`src/rtl/pkt_gen.sv`:
```
// Packet generator: emits a header beat followed by ceil(len/(DW/8)) payload beats,
// then an optional idle gap. Payload is LFSR, incrementing, constant 0xA5 or zero.
//
// state | meaning
// IDLE  | ready for a request
// HDR   | header beat on the output
// DATA  | payload beats on the output
// GAP   | inter-packet idle cycles
module pkt_gen #(
    parameter int DW    = 32,
    parameter int LEN_W = 10,
    parameter int GAP_W = 8
) (
    input  logic             clk,
    input  logic             rst_n,
    input  logic [3:0]       i_da,
    input  logic [2:0]       i_prior,
    input  logic [LEN_W-1:0] i_len,
    input  logic [1:0]       i_mode,
    input  logic [GAP_W-1:0] i_gap,
    input  logic             i_gen_vld,
    output logic             o_gen_ready,
    input  logic             i_out_ready,
    output logic             o_sop,
    output logic             o_vld,
    output logic [DW-1:0]    o_data,
    output logic             o_eop,
    output logic [15:0]      o_pkt_cnt
);

    localparam int BPB = DW / 8;
    localparam int WPD = DW / 32;
    localparam int LW1 = LEN_W + 1;
    localparam int SW  = LEN_W + $clog2(BPB) + 1;
    localparam logic [31:0] LFSR_TAPS = 32'h8020_0003;

    typedef enum logic [1:0] {IDLE, HDR, DATA, GAP} state_t;

    state_t           state_q, state_d;
    logic [3:0]       da_q;
    logic [2:0]       prior_q;
    logic [LEN_W-1:0] len_q;
    logic [1:0]       mode_q;
    logic [GAP_W-1:0] gap_cnt_q;
    logic [LEN_W:0]   beat_cnt_q;
    logic [31:0]      lfsr_q;
    logic [7:0]       byte_q;
    logic [15:0]      pkt_cnt_q;

    logic [SW-1:0]    len_sum;
    logic [LEN_W:0]   n_beats;
    logic [31:0]      lfsr_nxt;
    logic [31:0]      seed;
    logic [DW-1:0]    hdr_word;
    logic [DW-1:0]    inc_word;
    logic [DW-1:0]    payload;
    logic             req_acc;
    logic             beat_acc;

    assign len_sum  = SW'(i_len) + SW'(BPB - 1);
    assign n_beats  = LW1'(len_sum / SW'(BPB));
    assign lfsr_nxt = {1'b0, lfsr_q[31:1]} ^ (lfsr_q[0] ? LFSR_TAPS : 32'h0);
    assign seed     = {24'h0, i_da, i_prior, i_len[0]} | 32'h1;
    assign hdr_word = DW'({len_q, prior_q, da_q});
    assign req_acc  = i_gen_vld && o_gen_ready;
    assign beat_acc = o_vld && i_out_ready;
    assign o_pkt_cnt = pkt_cnt_q;

    // Incrementing mode: byte_q holds the payload byte index of the current beat's byte 0.
    always_comb begin
        inc_word = '0;
        for (int j = 0; j < BPB; j++) begin
            inc_word[8*j +: 8] = byte_q + 8'(j);
        end
    end

    always_comb begin
        payload = '0;
        case (mode_q)
            2'd0:    payload = {WPD{lfsr_nxt}};
            2'd1:    payload = inc_word;
            2'd2:    payload = {BPB{8'hA5}};
            default: payload = '0;
        endcase
    end

    always_ff @(posedge clk or negedge rst_n) begin
        if (!rst_n) begin
            state_q <= IDLE;
        end else begin
            state_q <= state_d;
        end
    end

    always_comb begin
        state_d     = state_q;
        o_gen_ready = 1'b0;
        o_vld       = 1'b0;
        o_sop       = 1'b0;
        o_eop       = 1'b0;
        o_data      = '0;
        case (state_q)
            IDLE: begin
                o_gen_ready = 1'b1;
                if (i_gen_vld) begin
                    state_d = HDR;
                end
            end
            HDR: begin
                o_vld  = 1'b1;
                o_sop  = 1'b1;
                o_eop  = (beat_cnt_q == '0);
                o_data = hdr_word;
                if (i_out_ready) begin
                    if (beat_cnt_q != '0) begin
                        state_d = DATA;
                    end else if (gap_cnt_q != '0) begin
                        state_d = GAP;
                    end else begin
                        state_d = IDLE;
                    end
                end
            end
            DATA: begin
                o_vld  = 1'b1;
                o_eop  = (beat_cnt_q == LW1'(1));
                o_data = payload;
                if (i_out_ready && o_eop) begin
                    state_d = (gap_cnt_q != '0) ? GAP : IDLE;
                end
            end
            GAP: begin
                if (gap_cnt_q <= GAP_W'(1)) begin
                    state_d = IDLE;
                end
            end
            default: state_d = IDLE;
        endcase
    end

    always_ff @(posedge clk or negedge rst_n) begin
        if (!rst_n) begin
            da_q       <= '0;
            prior_q    <= '0;
            len_q      <= '0;
            mode_q     <= '0;
            gap_cnt_q  <= '0;
            beat_cnt_q <= '0;
            lfsr_q     <= '0;
            byte_q     <= '0;
            pkt_cnt_q  <= '0;
        end else begin
            if (req_acc) begin
                da_q       <= i_da;
                prior_q    <= i_prior;
                len_q      <= i_len;
                mode_q     <= i_mode;
                gap_cnt_q  <= i_gap;
                beat_cnt_q <= n_beats;
                lfsr_q     <= seed;
                byte_q     <= '0;
            end
            if (state_q == DATA && beat_acc) begin
                beat_cnt_q <= beat_cnt_q - LW1'(1);
                lfsr_q     <= lfsr_nxt;
                byte_q     <= byte_q + 8'(BPB);
            end
            if (state_q == GAP && gap_cnt_q != '0) begin
                gap_cnt_q <= gap_cnt_q - GAP_W'(1);
            end
            if (beat_acc && o_eop) begin
                pkt_cnt_q <= pkt_cnt_q + 16'd1;
            end
        end
    end

endmodule

```
`config.mk`:
```
export PLATFORM = sky130hd
export DESIGN_NAME = pkt_gen
export DESIGN_NICKNAME = d
export VERILOG_FILES = /design/src/rtl/pkt_gen.sv
export SDC_FILE = /design/constraint.sdc
export NUM_CORES = 1
export LEC_CHECK = 0
export ABC_CLOCK_PERIOD_IN_PS = 4000
export BUFFER_PORTS_ARGS = -buffer_cell sky130_fd_sc_hd__buf_4
export CORE_ASPECT_RATIO = 0.7
export CORE_UTILIZATION = 30
export DETAILED_ROUTE_END_ITERATION = 8
export HOLD_SLACK_MARGIN = 0.08
export PLACE_DENSITY = 0.57
export SLEW_MARGIN = 5
export SYNTH_ARGS = -nofsm -noshare
export SYNTH_HDL_FRONTEND = slang
export SYNTH_SLANG_ARGS = --single-unit
```
`constraint.sdc`:
```
create_clock -name clk -period 4 [get_ports clk]
set_input_delay 0.4 -clock clk [delete_from_list [all_inputs] [get_ports clk]]
set_output_delay 0.4 -clock clk [all_outputs]
set_load 0.01 [all_outputs]
```
# Word-level counts from Yosys, hierarchy flattened
# Cells that the tools add are included.
[word_totals] reg_bits=96 inputBits=31 out_inout_bits=52 elab_cells=67
[op_classes] n_addsub=8 order_cmp=1 n_eq_ne=10 mux=22 bitwise_logic=1 reduce_logical=15
[ops] cell="$mux W32" n=3
[ops] cell="$pmux W32 S3" n=1
[ops] cell="$pmux W32 S2" n=1
[ops] cell="$mux W8" n=4
[ops] cell="$xor A31 B32 Y32" n=1
[ops] cell="$mux W11" n=2
[ops] cell="$add A16 B1 Y16 const B" n=1
[ops] cell="$add A8 B2 Y8 const B" n=2
[ops] cell="$mux W2" n=6
[ops] cell="$add A10 B2 Y11 const B" n=1
[ops] cell="$eq A11 B1 Y1 const B" n=1
[ops] cell="$logic_not A11 Y1" n=1
[ops] cell="$reduce_bool A11 Y1" n=1
[ops] cell="$sub A11 B1 Y11 const B" n=1
[ops] cell="$add A8 B1 Y8 const B" n=1
[ops] cell="$add A8 B3 Y8 const B" n=1
[ops] cell="$le A8 B1 Y1 const B" n=1
[ops] cell="$ne A2 B2 Y1 const B" n=4
[ops] cell="$pmux W2 S4" n=1
[ops] cell="$reduce_bool A8 Y1" n=1
[ops] cell="$sub A8 B1 Y8 const B" n=1
[ops] cell="$eq A2 B2 Y1 const B" n=3
[ops] cell="$logic_and A1 B1 Y1" n=6
[ops] cell="$eq A2 B1 Y1 const B" n=2
[ops] cell="other kinds (6)" n=10

# Depth between registers and ports, before layout
# Gate-level depths: netlist (run 1).
[logic_depth] word_depth=6 mapped_depth=9 depth_no_buf=6

# Worst setup path after synthesis (run 1)
# Ideal clock, no wire load.
[synth_path] path_type="reg-to-reg" start="register gap_cnt_q[0]" end="register gap_cnt_q[6]" setup_time_ps=136 arrival_time_ps=1968 t_required_ps=3864 setup_slack_ps=1896 path_stages_with_launch=8 n_path_buf=1 cell_sequence="dfrtp_1 > inv_1 > ha_1 > or3b_2 > clkbuf_1 > or4b_1 > o211ai_1 > o311ai_1"
[synth_between] elab_chain_len=3 word_cells_on_any_way=5 cone_classes="add/sub (1); mux (1); reduce/logical (3)"
[synth_rtl] item="from (decl)" line_no="44" rtl="logic [GAP_W-1:0] gap_cnt_q;"
[synth_rtl] item="from (signal assigned)" line_no="158" rtl="gap_cnt_q <= i_gap;"
[synth_rtl] item="from (signal assigned)" line_no="169" rtl="gap_cnt_q <= gap_cnt_q - GAP_W'(1);"
[synth_rtl] item="parallel branches: the longest is 3 deep, another holds $sub A8 B1 Y8"
# Parallel ways; which one is timed is not known.
# A chain may end at the register's enable or synchronous reset.

# Final worst setup path (run 1)
[layout_path] start="register state_q[0]" end="output o_data[10]"
[layout_between] elab_chain_len=2 word_cells_on_any_way=3 cone_classes="eq/ne (2); mux (1)"
[layout_rtl] item="from (decl)" line_no="39" rtl="state_t state_q, state_d;"
[layout_rtl] item="from (signal assigned)" line_no="91" rtl="state_q <= state_d;"
[layout_rtl] item="$eq A2 B2 Y1 / $eq A2 B1 Y1 (equally long branches)" line_no="102" rtl="case (state_q)"
[layout_rtl] item="$pmux W32 S2 (*)" line_no="102"
[layout_rtl] item="to (decl)" line_no="26" rtl="output logic [DW-1:0] o_data,"
# Every way passes the cells marked *; elsewhere a longest branch is shown, timed or not.

==> results of run 1 <==
-- path summary, 6_finish.rpt --
path / from / to / cells past startpoint
min reg2reg: o_pkt_cnt[15]$_DFFE_PN0P_ / o_pkt_cnt[15]$_DFFE_PN0P_ / 1
max: state_q[0]$_DFFE_PN0P_ / o_data[10] / 8
max reg2reg: gap_cnt_q[0]$_DFFE_PN0P_ / gap_cnt_q[3]$_DFFE_PN0P_ / 6
max in group asynchronous: rst_n / len_q[4]$_DFFE_PN0P_ / 2
min in group clk: i_prior[1] / prior_q[1]$_DFFE_PN0P_ / 3
min: rst_n / gap_cnt_q[1]$_DFFE_PN0P_ / 1
-- logic make-up (layout without fill, tap and decap cells) --
| family | Yosys count | in the layout | synth area share, % |
|---|---|---|---|
| xor gates and xnor gates | 24 | 24 | 4.08 |
| buffers and inverters | 51 | 123 | 3.81 |
| DFF | 94 | 94 | 45.6 |
| AOI/OAI and AO/OA | 118 | 118 | 15.6 |
| muxes | 8 | 8 | 1.67 |
| and+or+nand+nor | 286 | 286 | 25.6 |
| adders and majority gates | 15 | 15 | 3.64 |
-- flip-flops by register name (all words and copies together), names as in the netlist --
name	cells
mode_q	2
lfsr_q	32
o_pkt_cnt	16
len_q	10
state_q	2
prior_q	3
gap_cnt_q	8
byte_q	6
da_q	4
beat_cnt_q	11
-- stage by stage --
step / area, sq um / hold WS [ps]
finish: 6290 / 155
CTS: 6290 / 205
floorplan: 5150 / 104
global placement: 5980 / 460
global route: 6290 / 234
detailed placement: 5980 / 466
-- power groups by stage --
| stage | Combinational, W | Sequential [W] | Clock, W |
|---|---|---|---|
| floorplan | 0.00104 | 0.00138 | 0 |
| global placement | 0.00148 | 0.00146 | 0 |
| detailed placement | 0.00151 | 0.00147 | 0 |
| CTS | 0.00152 | 0.00145 | 0.000917 |
| global route | 0.00170 | 0.00149 | 0.000944 |
| finish | 0.00153 | 0.00146 | 0.000894 |
-- per-layer routing --
metal	GRT usage, %	share of wire (%)
met5	0	0
met3	4.13	6.0
met4	4.87	1.7
met1	27.4	49
met2	25.5	43
-- cell type report --
cell class	count	area share [%]
Multi-Input combinational cell	451	41.5
Sequential cell	94	37.4
Timing Repair Buffer	90	10.7
Tap cell	225	4.48
Clock buffer	14	4.20
Inverter	17	1.01
Clock inverter	2	0.617
-- cell usage after synthesis (2+ instances only) --
library cell  number
a22oi_1            3
a21o_1             7
mux2i_1            3
o211ai_1           5
inv_1             17
nand3_1           44
or2_2              2
nand4b_1           2
a221o_1            6
or4_1              5
nor2_1            30
xnor2_1            7
buf_1              5
o221a_2            4
nor3b_1            3
and2_1             6
dfrtp_1           94
nand2_1          141
and4_1             2
a22o_1             3
and3_1             6
mux2_1             2
xor2_1            17
nor2b_1            9
nor3_1            17
o31ai_1            2
a211oi_1           2
a221oi_1           5
nand4_1            7
nand2b_1           2
mux2_2             3
nor4_1             5
o21ai_0           32
ha_1              15
a21oi_1           20
a211o_1            2
a32oi_1            2
clkbuf_1          27
a31oi_1           14
-- worst register-to-register path: cells and delay by family, from the launching register on --
kind,cells,cell delay [ps]
muxes,1,410
DFF,1,440
AOI/OAI and AO/OA,2,920
adders and majority gates,1,200
and+or+nand+nor,1,550
buffers and inverters,1,80
==> out/results.tsv, run 1 <==
metric	value	unit
status	finished clean	
grt_max_degree	68	
viasPerCell	5.25	
rows	39	
final_cell_mix	141 x nand2_1, 94 x dfrtp_1, 90 x buf_4	
path_cells	inv_1 > ha_1 > nor2b_1 > nand2_1 > nor2_1 > buf_4 > a221o_1 > buf_4	
htreeDepth	3	
multi_input_area	2610	sq um
drt-total-wl	15300	um
slowest_stage	nor2_1	
diodes	0	
synth_nets	642	
postCtsSetupBuffers	0	
synth_flop_cell	dfrtp_1	
crit_fanout	16	
drive_gt1_share	17.5	%
final_cells	893	
crit_family	simple AND/OR/NAND/NOR gates	
clock_latency	350	ps
area_growth	22.0	%
cp_num_buf_inv	3	
tritoncts	built	
setup_viol	0	
critical_path_class	reg2out	
endpoint_kind	output port	
peakVddDrop	0.295	mV
dr.pass1.iters	7	
syn_area	5150	sq um
syn_avg_cell_area	8.65	sq um
hp-class	in2async	
die_w	159	um
ys_seq_elements	94	
synth_area_leader_cell	dfrtp_1	
clkTransAtPathRegs	70	ps
final_common_cell	nand2_1	
total_power	0.00388	W
avgRoutedWirePerCell	17.2	um
r2r_slack	1290	ps
final_nets	709	
pin_count	83	
crit_required	3600	ps
track_usage	18.1	%
crit_top_cell	buf_4	
maxSlewViolCount	0	
gp_congestion	0.880	
synthDominantCellAreaShare	45.6	%
dp_hpwl	11000	um
fillCellCount	1672	
power.share.clock	23.0	%
dieArea	17700	sq um
layout_min_cycle_time	3430	ps
power_frac_seq	37.6	%
p_sw	0.00155	W
powerDensity	618	nW/um^2
numPortBuffers	82	
worst_ep_arrival_time	3030	ps
place_inst	877	
synth_edf_count	0	
synth.area.top_cells	dfrtp_1 46%, nand2_1 10%, nand3_1 4.3%, ha_1 3.6%, o21ai_0 3.1%	
synthesis.instances	596	
slew_headroom	37.8	%
antenna_found_initial	0	
start_util	31.2	%
finalSetupTns	0	ps
max_stage_delay	550	ps
power_frac_comb	39.4	%
finalCritPeriodShare	85.8	%
clock_skew	9.15	ps
hold_buffers	0	
p_leak	3.04	nW
async_flop_share	100	%
internal_power	0.00234	W
swShare	39.8	%
yosysWarnings	0	
grt_pass1_wl	24500	um
clockBufferDepth	2	
numClockSinks	94	
grt_pass1_vias	4468	
setup_slack	568	ps
hold_viol	0	
dr_total_vias	4689	
die_y	112	um
synth_cell_type_count	57	
place_ws	1030	ps
seq_area	2350	sq um
synth-seq-area-share	45.6	%
max_cap_violations	0	
cts_resized	0	
rsz0062_at_grt	no	
fin_util	38.0	%
clock-root-buffer	clkbuf_16	
grt_overflow	0	
drtIter0Drc	386	
startpoint_type	register	
worst_pin_slew	933	ps
numCtsBuffers	9	
core_area	16500	sq um
drtAntennaViolNets	0	
drc	0	
fmax	291	MHz
No activity file was read; power rests on OpenSTA's default activity.
==> run 2, diff against run 1 <==
- PLACE_DENSITY: 0.57 -> default
==> out/results.tsv, run 2 (same netlist as run 1, synthesis figures left out) <==
metric	value	unit	change
drtAntennaViolNets	0		unchanged
max_stage_delay	570	ps	+20 ps
fillCellCount	1660		-0.72%
crit_required	3600	ps	about the same
status	finished clean		
antenna_found_initial	0		unchanged
drtIter0Drc	301		-22%
start_util	31.2	%	unchanged
fmax	293	MHz	+0.66%
cp_num_buf_inv	3		unchanged
rr_worst_depth	6		unchanged
place_ws	1040	ps	+13.4 ps
fin_hold_ws	174	ps	+19.4 ps
avgRoutedWirePerCell	16.7	um	-2.7%
crit_family	simple AND/OR/NAND/NOR gates		
path_cells	inv_1 > ha_1 > nor2b_1 > nand2_1 > nor2_1 > buf_4 > a221o_1 > buf_4		
crit_fanout	16		unchanged
track_usage	17.4	%	-0.72 points
numCtsBuffers	9		unchanged
rows	39		unchanged
p_leak	3.05	nW	+0.44%
dp_hpwl	10700	um	-2.6%
slowest_stage	nor2_1		
clkTransAtPathRegs	70	ps	about the same
slew_headroom	36.7	%	-1.1 points
rsz0062_at_grt	no		
finalCritPeriodShare	85.2	%	-0.56 points
pin_count	83		unchanged
clock-root-buffer	clkbuf_16		
endpoint_kind	output port		
clock_latency	350	ps	about the same
dr.pass1.iters	5		-2
regToRegStartpoint	gap_cnt_q[0]$_DFFE_PN0P_		
worst_ep_arrival_time	3010	ps	-20 ps
final_cell_mix	140 x nand2_1, 94 x dfrtp_1, 88 x buf_4		
grt_overflow	0		unchanged
core_area	16500	sq um	unchanged
reg2reg_to	gap_cnt_q[3]$_DFFE_PN0P_		
hold_buffers	0		unchanged
layout_min_cycle_time	3410	ps	-22.5 ps
tritoncts	built		
final_common_cell	nand2_1		
dr_total_vias	4531		-3.4%
hp-class	in2async		
numClockSinks	94		unchanged
hold_viol	0		unchanged
max_cap_violations	0		unchanged
clockBufferDepth	2		unchanged
maxSlewViolCount	0		unchanged
die_y	112	um	unchanged
postCtsSetupBuffers	0		unchanged
total_power	0.00400	W	+3.1%
drc	0		unchanged
drt-total-wl	14900	um	-3.1%
grt_pass1_vias	4179		-6.5%
area_growth	22.7	%	
setup_slack	591	ps	+22.5 ps
crit_top_cell	buf_4		
regMostFlops	lfsr_q		
startpoint_type	register		
grt_max_degree	73		+7.4%
diodes	0		unchanged
cts_resized	0		unchanged
dieArea	17700	sq um	unchanged
grt_pass1_wl	23600	um	-3.9%
numPortBuffers	82		unchanged
critical_path_class	reg2out		
viasPerCell	5.09		-3.0%
finalSetupTns	0	ps	unchanged
r2r_slack	1270	ps	-20 ps
worst_pin_slew	950	ps	+16.3 ps
setup_viol	0		unchanged
final_nets	707		-0.28%
drive_gt1_share	17.4	%	-0.071 points
peakVddDrop	0.296	mV	+0.50%
die_w	159	um	unchanged
powerDensity	633	nW/um^2	+2.5%
htreeDepth	3		unchanged
gp_congestion	0.851		-3.3%
clock_skew	5.23	ps	-3.93 ps
largest_register_ff_count	32		unchanged
-- run 2: layout make-up --
type                            instances  area (sq um)  area share [%]
Clock buffer                           11           233            3.68
Sequential cell                        94          2350            37.2
Tap cell                              225           282            4.45
Multi-Input combinational cell        451          2610            41.3
Clock inverter                          4           120            1.90
Timing Repair Buffer                   88           661            10.4
Inverter                               17          63.8            1.01
-- run 2: worst register-to-register path, delay by kind of cell, from the launching register on --
kind            cells  cell delay [ps]
compound gates      2              950
simple gates        1              550
flops               1              430
mux                 1              420
fa+ha+maj           1              190
buf+inv             1               80
-- run 2: how the worst max path moves through the flow --
| stage | start | endpoint | slack [ps] | cells after the start |
|---|---|---|---|---|
| floorplan | gap_cnt_q[0]$_DFFE_PN0P_ | gap_cnt_q[6]$_DFFE_PN0P_ | 1900 | 7 |
| global placement | state_q[0]$_DFFE_PN0P_ | o_data[5] | 1110 | 8 |
| detailed placement | state_q[0]$_DFFE_PN0P_ | o_data[5] | 1040 | 8 |
| CTS | state_q[0]$_DFFE_PN0P_ | o_data[7] | 630 | 8 |
| global route | state_q[0]$_DFFE_PN0P_ | o_data[10] | 330 | 8 |
| finish | state_q[0]$_DFFE_PN0P_ | o_data[7] | 590 | 8 |
-- run 2: per-stage QoR --
step | utilization, % | std cells | area (sq um)
floorplan | - | 596 | 5150
global placement | 36.1 | 875 | 5970
detailed placement | 36.1 | 875 | 5970
CTS | 38.2 | 890 | 6320
global route | 38.2 | 890 | 6320
finish | 38.2 | 890 | 6320
-- run 2: layer usage --
| layer | vias to the layer above | track usage, % | share of wire [%] |
|---|---|---|---|
| li1 | 2225 | - | - |
| met1 | 2161 | 27.4 | 51 |
| met2 | 133 | 23.5 | 41 |
| met3 | 12 | 4.17 | 6.9 |
| met4 | 0 | 3.72 | 0.79 |
| met5 | - | 0 | 0 |
-- run 2: power by group --
group / internal [W] / switching [W]
clock network: 0.000672 / 0.000370
logic: 0.000609 / 0.000893
registers: 0.00120 / 0.000264
total: 0.00248 / 0.00153
